==> config.mk <==
export PLATFORM = sky130hd
export DESIGN_NAME = multi_channel_event_counter_flat
export DESIGN_NICKNAME = d
export VERILOG_FILES = /design/src/rtl/multi_channel_event_counter_pkg.sv /design/src/rtl/multi_channel_event_counter_if.sv /design/src/rtl/multi_channel_event_counter_channel.sv /design/src/rtl/multi_channel_event_counter.sv /design/src/flat_wrapper.sv
export SDC_FILE = /design/constraint.sdc
export NUM_CORES = 1
export LEC_CHECK = 0
export BUFFER_PORTS_ARGS = -buffer_cell sky130_fd_sc_hd__buf_2
export CORE_ASPECT_RATIO = 0.6
export CORE_MARGIN = 2
export CORE_UTILIZATION = 40
export DETAILED_ROUTE_END_ITERATION = 12
export PLACE_DENSITY = 0.54
export SYNTH_ARGS = -nofsm -noshare
export SYNTH_HDL_FRONTEND = slang
export SYNTH_SLANG_ARGS = --single-unit
==> constraint.sdc <==
create_clock -name clk -period 9.9 [get_ports clk]
set_input_delay 1.485 -clock clk [delete_from_list [all_inputs] [get_ports clk]]
set_output_delay 1.485 -clock clk [all_outputs]
set_load 0.03 [all_outputs]
==> src/rtl/multi_channel_event_counter_pkg.sv <==
// Shared definitions for the multi-channel event counter.
//   - default parameter values (channel count, counter width, sync depth)
//   - ovf_mode_e : overflow behaviour selector (wrap / saturate)
//   - width helpers used to size the read-select buses
package mcec_pkg;

  localparam int DEF_NUM_CH      = 8;
  localparam int DEF_CNT_W       = 16;
  localparam int DEF_SYNC_STAGES = 2;

  typedef enum logic {
    MODE_WRAP = 1'b0,
    MODE_SAT  = 1'b1
  } ovf_mode_e;

  // Width of a select bus addressing n items; never narrower than 1 bit.
  function automatic int sel_width(input int n);
    return (n <= 1) ? 1 : $clog2(n);
  endfunction

  // Number of bytes in a counter of width cnt_w.
  function automatic int cnt_bytes(input int cnt_w);
    return cnt_w / 8;
  endfunction

endpackage

==> src/rtl/multi_channel_event_counter_if.sv <==
// Control/readback bundle of the multi-channel event counter.
//   master : drives ena, ch_in, ch_mask, mode_sat, clr, snap, rd_sel, rd_byte;
//            receives rd_data, ovf, snap_valid
//   slave  : the counter block itself (directions mirrored)
interface multi_channel_event_counter_if
  import mcec_pkg::*;
#(
  parameter int NUM_CH = DEF_NUM_CH,
  parameter int CNT_W  = DEF_CNT_W
) ();

  localparam int SEL_W  = sel_width(NUM_CH);
  localparam int BYTE_W = sel_width(cnt_bytes(CNT_W));

  logic              ena;
  logic [NUM_CH-1:0] ch_in;
  logic [NUM_CH-1:0] ch_mask;
  logic              mode_sat;
  logic              clr;
  logic              snap;
  logic [SEL_W-1:0]  rd_sel;
  logic [BYTE_W-1:0] rd_byte;
  logic [7:0]        rd_data;
  logic [NUM_CH-1:0] ovf;
  logic              snap_valid;

  modport master (
    output ena, ch_in, ch_mask, mode_sat, clr, snap, rd_sel, rd_byte,
    input  rd_data, ovf, snap_valid
  );

  modport slave (
    input  ena, ch_in, ch_mask, mode_sat, clr, snap, rd_sel, rd_byte,
    output rd_data, ovf, snap_valid
  );

endinterface

==> src/rtl/multi_channel_event_counter_channel.sv <==
// One counting channel: input synchroniser, rising-edge detector, event
// counter with wrap/saturate overflow, sticky overflow flag and shadow copy.
//   clk, rst     : clock, asynchronous active-high reset
//   ch_i         : asynchronous event input
//   ena_i/mask_i : global enable / this channel's enable
//   mode_sat_i   : 1 = saturate, 0 = wrap on overflow
//   clr_i        : synchronous clear of counter and overflow flag
//   snap_i       : copy counter into shadow (pre-update value)
//   shadow_o     : shadow register
//   ovf_o        : sticky overflow flag
module mcec_channel
  import mcec_pkg::*;
#(
  parameter int CNT_W       = DEF_CNT_W,
  parameter int SYNC_STAGES = DEF_SYNC_STAGES
) (
  input  logic             clk,
  input  logic             rst,
  input  logic             ch_i,
  input  logic             ena_i,
  input  logic             mask_i,
  input  logic             mode_sat_i,
  input  logic             clr_i,
  input  logic             snap_i,
  output logic [CNT_W-1:0] shadow_o,
  output logic             ovf_o
);

  logic [SYNC_STAGES-1:0] sync_q;
  logic [SYNC_STAGES-1:0] fill_q;
  logic                   prev_q;
  logic                   armed_q;
  logic [CNT_W-1:0]       cnt_q, cnt_d;
  logic                   ovf_q, ovf_d;
  logic [CNT_W-1:0]       shadow_q;

  logic      sync_last;
  logic      sync_real;
  logic      rise;
  logic      inc;
  ovf_mode_e mode;

  assign sync_last = sync_q[SYNC_STAGES-1];
  // fill_q marks when the synchroniser output carries a genuine sample
  // rather than the zeros left behind by reset.
  assign sync_real = fill_q[SYNC_STAGES-1];

  // armed_q only rises after a real low has been seen, so an input that is
  // already high when reset releases cannot produce a count.
  assign rise = sync_last & ~prev_q & armed_q;
  assign inc  = rise & ena_i & mask_i;

  always_comb begin
    mode  = ovf_mode_e'(mode_sat_i);
    cnt_d = cnt_q;
    ovf_d = ovf_q;
    if (clr_i) begin
      cnt_d = '0;
      ovf_d = 1'b0;
    end else if (inc) begin
      if (&cnt_q) begin
        ovf_d = 1'b1;
        cnt_d = (mode == MODE_SAT) ? cnt_q : '0;
      end else begin
        cnt_d = cnt_q + CNT_W'(1);
      end
    end
  end

  always_ff @(posedge clk or posedge rst) begin
    if (rst) begin
      sync_q   <= '0;
      fill_q   <= '0;
      prev_q   <= 1'b0;
      armed_q  <= 1'b0;
      cnt_q    <= '0;
      ovf_q    <= 1'b0;
      shadow_q <= '0;
    end else begin
      sync_q  <= {sync_q[SYNC_STAGES-2:0], ch_i};
      fill_q  <= {fill_q[SYNC_STAGES-2:0], 1'b1};
      prev_q  <= sync_last;
      armed_q <= armed_q | (sync_real & ~sync_last);
      cnt_q   <= cnt_d;
      ovf_q   <= ovf_d;
      if (snap_i) begin
        shadow_q <= cnt_q;
      end
    end
  end

  assign shadow_o = shadow_q;
  assign ovf_o    = ovf_q;

endmodule

==> src/rtl/multi_channel_event_counter.sv <==
// Multi-channel event counter top: NUM_CH independent channels plus the
// shadow read mux and the snapshot-valid flag.
//   clk, rst : clock, asynchronous active-high reset
//   bus      : control/readback bundle (slave side)
module multi_channel_event_counter
  import mcec_pkg::*;
#(
  parameter int NUM_CH      = DEF_NUM_CH,
  parameter int CNT_W       = DEF_CNT_W,
  parameter int SYNC_STAGES = DEF_SYNC_STAGES
) (
  input  logic                          clk,
  input  logic                          rst,
  multi_channel_event_counter_if.slave  bus
);

  localparam int SEL_W  = sel_width(NUM_CH);
  localparam int NBYTES = cnt_bytes(CNT_W);
  localparam int BYTE_W = sel_width(NBYTES);

  logic [CNT_W-1:0]  shadow [NUM_CH];
  logic [NUM_CH-1:0] ovf;
  logic              snap_valid_q;
  logic [7:0]        rd_data_d;

  generate
    for (genvar gi = 0; gi < NUM_CH; gi++) begin : g_ch
      mcec_channel #(
        .CNT_W      (CNT_W),
        .SYNC_STAGES(SYNC_STAGES)
      ) u_ch (
        .clk       (clk),
        .rst       (rst),
        .ch_i      (bus.ch_in[gi]),
        .ena_i     (bus.ena),
        .mask_i    (bus.ch_mask[gi]),
        .mode_sat_i(bus.mode_sat),
        .clr_i     (bus.clr),
        .snap_i    (bus.snap),
        .shadow_o  (shadow[gi]),
        .ovf_o     (ovf[gi])
      );
    end
  endgenerate

  always_ff @(posedge clk or posedge rst) begin
    if (rst) begin
      snap_valid_q <= 1'b0;
    end else if (bus.snap) begin
      snap_valid_q <= 1'b1;
    end
  end

  // Full decode over legal (channel, byte) pairs; any out-of-range select
  // matches nothing and reads 0x00.
  always_comb begin
    rd_data_d = 8'h00;
    for (int c = 0; c < NUM_CH; c++) begin
      for (int b = 0; b < NBYTES; b++) begin
        if (bus.rd_sel == SEL_W'(c) && bus.rd_byte == BYTE_W'(b)) begin
          rd_data_d = shadow[c][8*b +: 8];
        end
      end
    end
  end

  assign bus.rd_data    = rd_data_d;
  assign bus.ovf        = ovf;
  assign bus.snap_valid = snap_valid_q;

endmodule

==> src/flat_wrapper.sv <==
// flat-port wrapper written by rule: the top's interface ports become plain ports
module multi_channel_event_counter_flat import mcec_pkg::*;
#(
  parameter int NUM_CH      = DEF_NUM_CH,
  parameter int CNT_W       = DEF_CNT_W,
  parameter int SYNC_STAGES = DEF_SYNC_STAGES
)
  (clk, rst, bus_ena, bus_ch_in, bus_ch_mask, bus_mode_sat, bus_clr, bus_snap, bus_rd_sel, bus_rd_byte, bus_rd_data, bus_ovf, bus_snap_valid);
  multi_channel_event_counter_if #(.NUM_CH(NUM_CH), .CNT_W(CNT_W)) bus_i ();
  input  logic clk;
  input  logic rst;
  input wire logic [$bits(bus_i.ena)-1:0] bus_ena;
  input wire logic [$bits(bus_i.ch_in)-1:0] bus_ch_in;
  input wire logic [$bits(bus_i.ch_mask)-1:0] bus_ch_mask;
  input wire logic [$bits(bus_i.mode_sat)-1:0] bus_mode_sat;
  input wire logic [$bits(bus_i.clr)-1:0] bus_clr;
  input wire logic [$bits(bus_i.snap)-1:0] bus_snap;
  input wire logic [$bits(bus_i.rd_sel)-1:0] bus_rd_sel;
  input wire logic [$bits(bus_i.rd_byte)-1:0] bus_rd_byte;
  output wire logic [$bits(bus_i.rd_data)-1:0] bus_rd_data;
  output wire logic [$bits(bus_i.ovf)-1:0] bus_ovf;
  output wire logic [$bits(bus_i.snap_valid)-1:0] bus_snap_valid;
  assign bus_i.ena = bus_ena;
  assign bus_i.ch_in = bus_ch_in;
  assign bus_i.ch_mask = bus_ch_mask;
  assign bus_i.mode_sat = bus_mode_sat;
  assign bus_i.clr = bus_clr;
  assign bus_i.snap = bus_snap;
  assign bus_i.rd_sel = bus_rd_sel;
  assign bus_i.rd_byte = bus_rd_byte;
  assign bus_rd_data = bus_i.rd_data;
  assign bus_ovf = bus_i.ovf;
  assign bus_snap_valid = bus_i.snap_valid;
  multi_channel_event_counter #(.NUM_CH(NUM_CH), .CNT_W(CNT_W), .SYNC_STAGES(SYNC_STAGES)) u_core (.clk(clk), .rst(rst), .bus(bus_i));
endmodule
# Yosys cells after proc, flatten, opt, wreduce, memory -nomap -nowiden
# Cells that the tools add are included.
# op_classes
add_sub_neg,8
eq_ne,15
n_mux,65
n_bitwise,65
n_reduce_logical,57
# ops
operator,count
$mux W16,25
$add A16 B1 Y16 const B,8
$mux W8,16
$reduce_and A16 Y1,8
$and A1 B1 Y1,40
$reduce_and A2 Y1,16
$reduce_bool A2 Y1,16
$mux W1,24
$ne A3 B3 Y1 const B,8
$not A1 Y1,17
$logic_and A1 B1 Y1,16
$eq A3 B3 Y1 const B,4
$or A1 B1 Y1,8
$eq A3 B2 Y1 const B,2
$eq A3 B1 Y1 const B,1
$logic_not A3 Y1,1
# word_totals
reg_bits,313
input_bits,26

# Depth between registers and ports, before layout
# logic_depth
word_depth,18
ltp_mapped,8
depth_no_buf,6

# Hierarchy
# Synthesis repeated with hierarchy kept, for this count alone.
# unflattened
hier_cells,1482
area_unflattened_um2,15876.5
# modules_own_cells
module,instances,cells_each,area_each_um2,seq_area_each_um2
mcec_channel at u_core.g_ch[0].u_ch ...,7,162,1809.2,975.9
mcec_channel at u_core.g_ch[3].u_ch,1,165,1853.0,975.9
multi_channel_event_counter,1,183,1358.8,25.0

# Least setup slack after synthesis
# OpenSTA, ideal clock, no wires.
# synth_timing
path_type,input -> output
start,input bus_rd_sel[1]
end,output bus_rd_data[0]
arrival_time_ns,3.021
required_time_ns,8.415
path_slack_ns,5.394
stages,6
cell_sequence,clkbuf_1 > buf_2 > nor3b_1 > a22oi_1 > nor2_1 > or3_1
# synth_between
elab_chain_len,18
# synth_lines
element,line,rtl
start: declaration,flat_wrapper.sv:18,input wire logic [$bits(bus_i.rd_sel)-1:0] bus_rd_sel;
$logic_not A3 Y1,multi_channel_event_counter.sv:60,if (bus.rd_sel == SEL_W'(c) && bus.rd_byte == BYTE_W'(b)) begin
$logic_and A1 B1 Y1,multi_channel_event_counter.sv:60,
$mux W8 (15 in a row),multi_channel_event_counter.sv:60,
$mux W8 (*),multi_channel_event_counter.sv:60,
end: declaration,flat_wrapper.sv:20,output wire logic [$bits(bus_i.rd_data)-1:0] bus_rd_data;
# Every way passes the cells marked *; elsewhere a longest branch is shown, timed or not.

# Worst setup path after layout
# layout_timing
start,input bus_rd_byte
end,output bus_rd_data[6]
# layout_between
elab_chain_len,18
# layout_lines
element,line,rtl
start: declaration,flat_wrapper.sv:19,input wire logic [$bits(bus_i.rd_byte)-1:0] bus_rd_byte;
$not A1 Y1,multi_channel_event_counter.sv:60,
$logic_and A1 B1 Y1,multi_channel_event_counter.sv:60,
$mux W8 (15 in a row),multi_channel_event_counter.sv:60,
$mux W8 (*),multi_channel_event_counter.sv:60,
# Marks and branches as above.

==> flow_metrics.tcl <==
set metrics [dict create \
    outcome "finished clean" \
    drt-total-wl_mm 39.2 \
    hold_depth 0 \
    path_clk_slew_ps 60 \
    io-pin-count 43 \
    cts.sinks 299 \
    tightest_slew_ps 1100 \
    coreArea_um2 36100 \
    grt_pass1_vias 10100 \
    root_buffer "clkbuf_16" \
    p_leak_nw 7.10 \
    pwr-share-comb_pct 4.4 \
    area_delta_synth_final_pct 11.0 \
    die_area_um2 38100 \
    synth_edf_count 0 \
    nets 1368 \
    stdcell_count 1830 \
    rr_endpoint "u_core.g_ch[2].u_ch.cnt_q[5]$_DFFE_PP0P_" \
    htree_levels 1 \
    grt_usage_pct 20.7 \
    p_sw_share_pct 22.4 \
    pre_cts_ws_ps 4810 \
    syn_avg_cell_area_um2 11.0 \
    regArea_um2 7480 \
    max_stage_delay_ps 870 \
    cp-start-kind "input port" \
    route.detailed.drc 0 \
    most-common-layout-cells "dfrtp_1 (299), mux2_2 (135), nor2_1 (100)" \
    worstPathMaxFanout 25 \
    drive_gt1_share_pct 19.5 \
    ir_drop_uv 128 \
    numCtsBuffers 30 \
    slew_headroom_pct 26.2 \
    timing.fmax_mhz 196 \
    fin_ws_ps 4800 \
    worstSetupPathType "in -> out" \
    finalSetupTns_ps 0 \
    synth_seq_cells 299 \
    powerDensity_nw_per_um2 160 \
    finalHoldViolations 0 \
    io_buffers 42 \
    nFillCells 3324 \
    initial_utilization_pct 40.4 \
    yosys_warnings 0 \
    synth_ff_type "dfrtp_1" \
    cts_buffer_depth 3 \
    grt_pass1_wl_mm 61.9 \
    vias 10800 \
    required_ps 8420 \
    clock_power_share_pct 47.9 \
    drv_cap 0 \
    r2r_slack_ps 7300 \
    layout_min_cycle_time_ps 5100 \
    drt_iter0_drc 961 \
    async_flop_share_pct 100 \
    cpMostUsedCell "buf_2" \
    die_y_um 152 \
    post_cts.repair.setup_buffers 0 \
    hold_buffers 0 \
    syn_nets 1361 \
    die_w_um 251 \
    num_rows 54 \
    setup_viol 0 \
    multi_input_area_um2 6650 \
    reg2reg_from "u_core.g_ch[2].u_ch.cnt_q[0]$_DFFE_PP0P_" \
    cts_tree "done" \
    r2r_cells 6 \
    ant_nets 0 \
    worst_hold_slack_ps 350 \
    hold_class "reg -> reg" \
    hpwl_mm 27.2 \
    total_power_mw 2.60 \
    netlist_area_um2 14600 \
    grt_antenna_before_repair 1 \
    dr.pass1.iters 5 \
    viasPerCell 5.88 \
    layout_commonest_cell "dfrtp_1" \
    worst-path-buf-inv 2 \
    overflow 0 \
    end_kind "output pin" \
    slew_viol_final 0 \
    arrival_ps 3610 \
    gp_congestion 0.904 \
    wl_per_cell_um 21.4 \
    path_delay_family "simple AND/OR/NAND/NOR gates" \
    clk_latency_ps 570 \
    dp_cells 1778 \
    rsz0062_at_grt "false" \
    synth_cell_types 81 \
    p_int_mw 2.02 \
    min_from "u_core.g_ch[2].u_ch.sync_q[0]$_DFF_PP0_" \
    syn_inst 1327 \
    min_to "u_core.g_ch[2].u_ch.sync_q[1]$_DFF_PP0_" \
    seqPwrFrac_pct 47.8 \
    cts_resized 0 \
    p_switching_uw 582 \
    crit_cells 7 \
    fin_skew_ps 12.2 \
    path_cells "buf_2 -> nor2_1 -> a22oi_1 -> a2bb2oi_1 -> o22ai_1 -> or3_1 -> buf_2" \
    final.period_utilization_pct 51.5 \
    seq_area_frac_synth_pct 51.3 \
    grt_max_degree 171 \
    slowest_stage "nor2_1" \
]
-- synthesized netlist by cell type (all sizes together) (5+ instances only) --
cell type / number / area share (%)
dfrtp: 299 / 51
mux2: 136 / 11
nor2: 101 / 2.6
a21oi: 57 / 2.0
nand2: 56 / 1.5
nand3: 47 / 1.6
nand4: 45 / 2.1
o21ai: 42 / 1.4
or3: 41 / 1.8
clkbuf: 38 / 0.98
buf: 37 / 1.5
a22oi: 34 / 1.7
xnor2: 34 / 2.0
nor3: 31 / 1.2
inv: 28 / 0.72
and3: 23 / 1.0
a211oi: 19 / 0.98
mux2i: 19 / 1.3
a21o: 17 / 0.87
a22o: 14 / 0.84
nor4: 14 / 0.79
and4: 13 / 0.80
o31ai: 13 / 0.76
o2bb2ai: 12 / 0.72
a211o: 11 / 0.66
a31oi: 10 / 0.47
a2bb2oi: 9 / 0.54
and2: 9 / 0.39
nor3b: 9 / 0.50
o22ai: 9 / 0.39
or4: 9 / 0.49
a2111oi: 8 / 0.52
ha: 8 / 0.69
nand2b: 7 / 0.30
or2: 7 / 0.30
a311oi: 6 / 0.36
o21a: 6 / 0.31
a41o: 5 / 0.34
and4b: 5 / 0.34
nor2b: 5 / 0.21
xor2: 5 / 0.30
-- final cells by class --
| class | instances | area share [%] |
|---|---|---|
| diodes | 1 | 0.0154 |
| clock buffers | 43 | 5.56 |
| clock inverters | 8 | 1.04 |
| inverters | 28 | 0.695 |
| multi-input cells | 925 | 41.1 |
| flip-flops and latches | 299 | 46.2 |
| well taps | 476 | 3.68 |
| repair buffers | 50 | 1.76 |
-- cells by family after synthesis --
logic type | after synthesis | share of synthesized area (%)
adder cells (fa/ha/maj) | 8 | 0.686
multiplexers | 155 | 11.8
other | 1 | 0.0257
flip-flops | 299 | 51.3
AO/OA/AOI/OAI | 286 | 13.8
buffers and inverters | 103 | 3.20
XOR/XNOR | 39 | 2.34
AND/OR/NAND/NOR | 436 | 16.8
-- worst max path at each step --
stage	start	to	slack, ps
floorplan	rst	u_core.bus.snap_valid$_DFFE_PP0P_	150
global placement	bus_rd_byte	bus_rd_data[3]	4930
detailed placement	bus_rd_byte	bus_rd_data[6]	4810
CTS	bus_rd_byte	bus_rd_data[6]	4810
global route	bus_rd_byte	bus_rd_data[6]	4640
finish	bus_rd_byte	bus_rd_data[6]	4800
-- registers in the layout, indices dropped and copies added, names as in the netlist --
signal	count
u_core.g_ch.u_ch.ovf_o	8
u_core.g_ch.u_ch.cnt_q	128
u_core.g_ch.u_ch.fill_q	2
u_core.g_ch.u_ch.prev_q	8
u_core.bus.snap_valid	1
u_core.g_ch.u_ch.armed_q	8
u_core.g_ch.u_ch.shadow_o	128
u_core.g_ch.u_ch.sync_q	16
-- per-stage QoR --
stage	instance area, µm²	util (%)
finish	16200	44.8
floorplan	14600	-
detailed placement	15100	41.8
CTS	16200	44.8
global route	16200	44.8
global placement	15100	41.8
-- power groups by stage --
stage,registers (mW),logic (mW),clock network (mW)
2_1_floorplan,1.26,0.0820,0
3_3_place_gp,1.26,0.114,0
3_5_place_dp,1.26,0.116,0
4_1_cts,1.24,0.116,1.28
5_1_grt,1.24,0.127,1.33
6_report,1.24,0.114,1.24
-- routing by layer --
layer / up-vias / global-route usage (%) / share of wire [%]
li1: 4993 / - / -
met1: 5378 / 34.1 / 52
met2: 329 / 26.5 / 38
met3: 57 / 5.16 / 7.1
met4: 0 / 4.68 / 2.3
met5: - / 0 / 0
No activity file was read; power rests on OpenSTA's default activity.
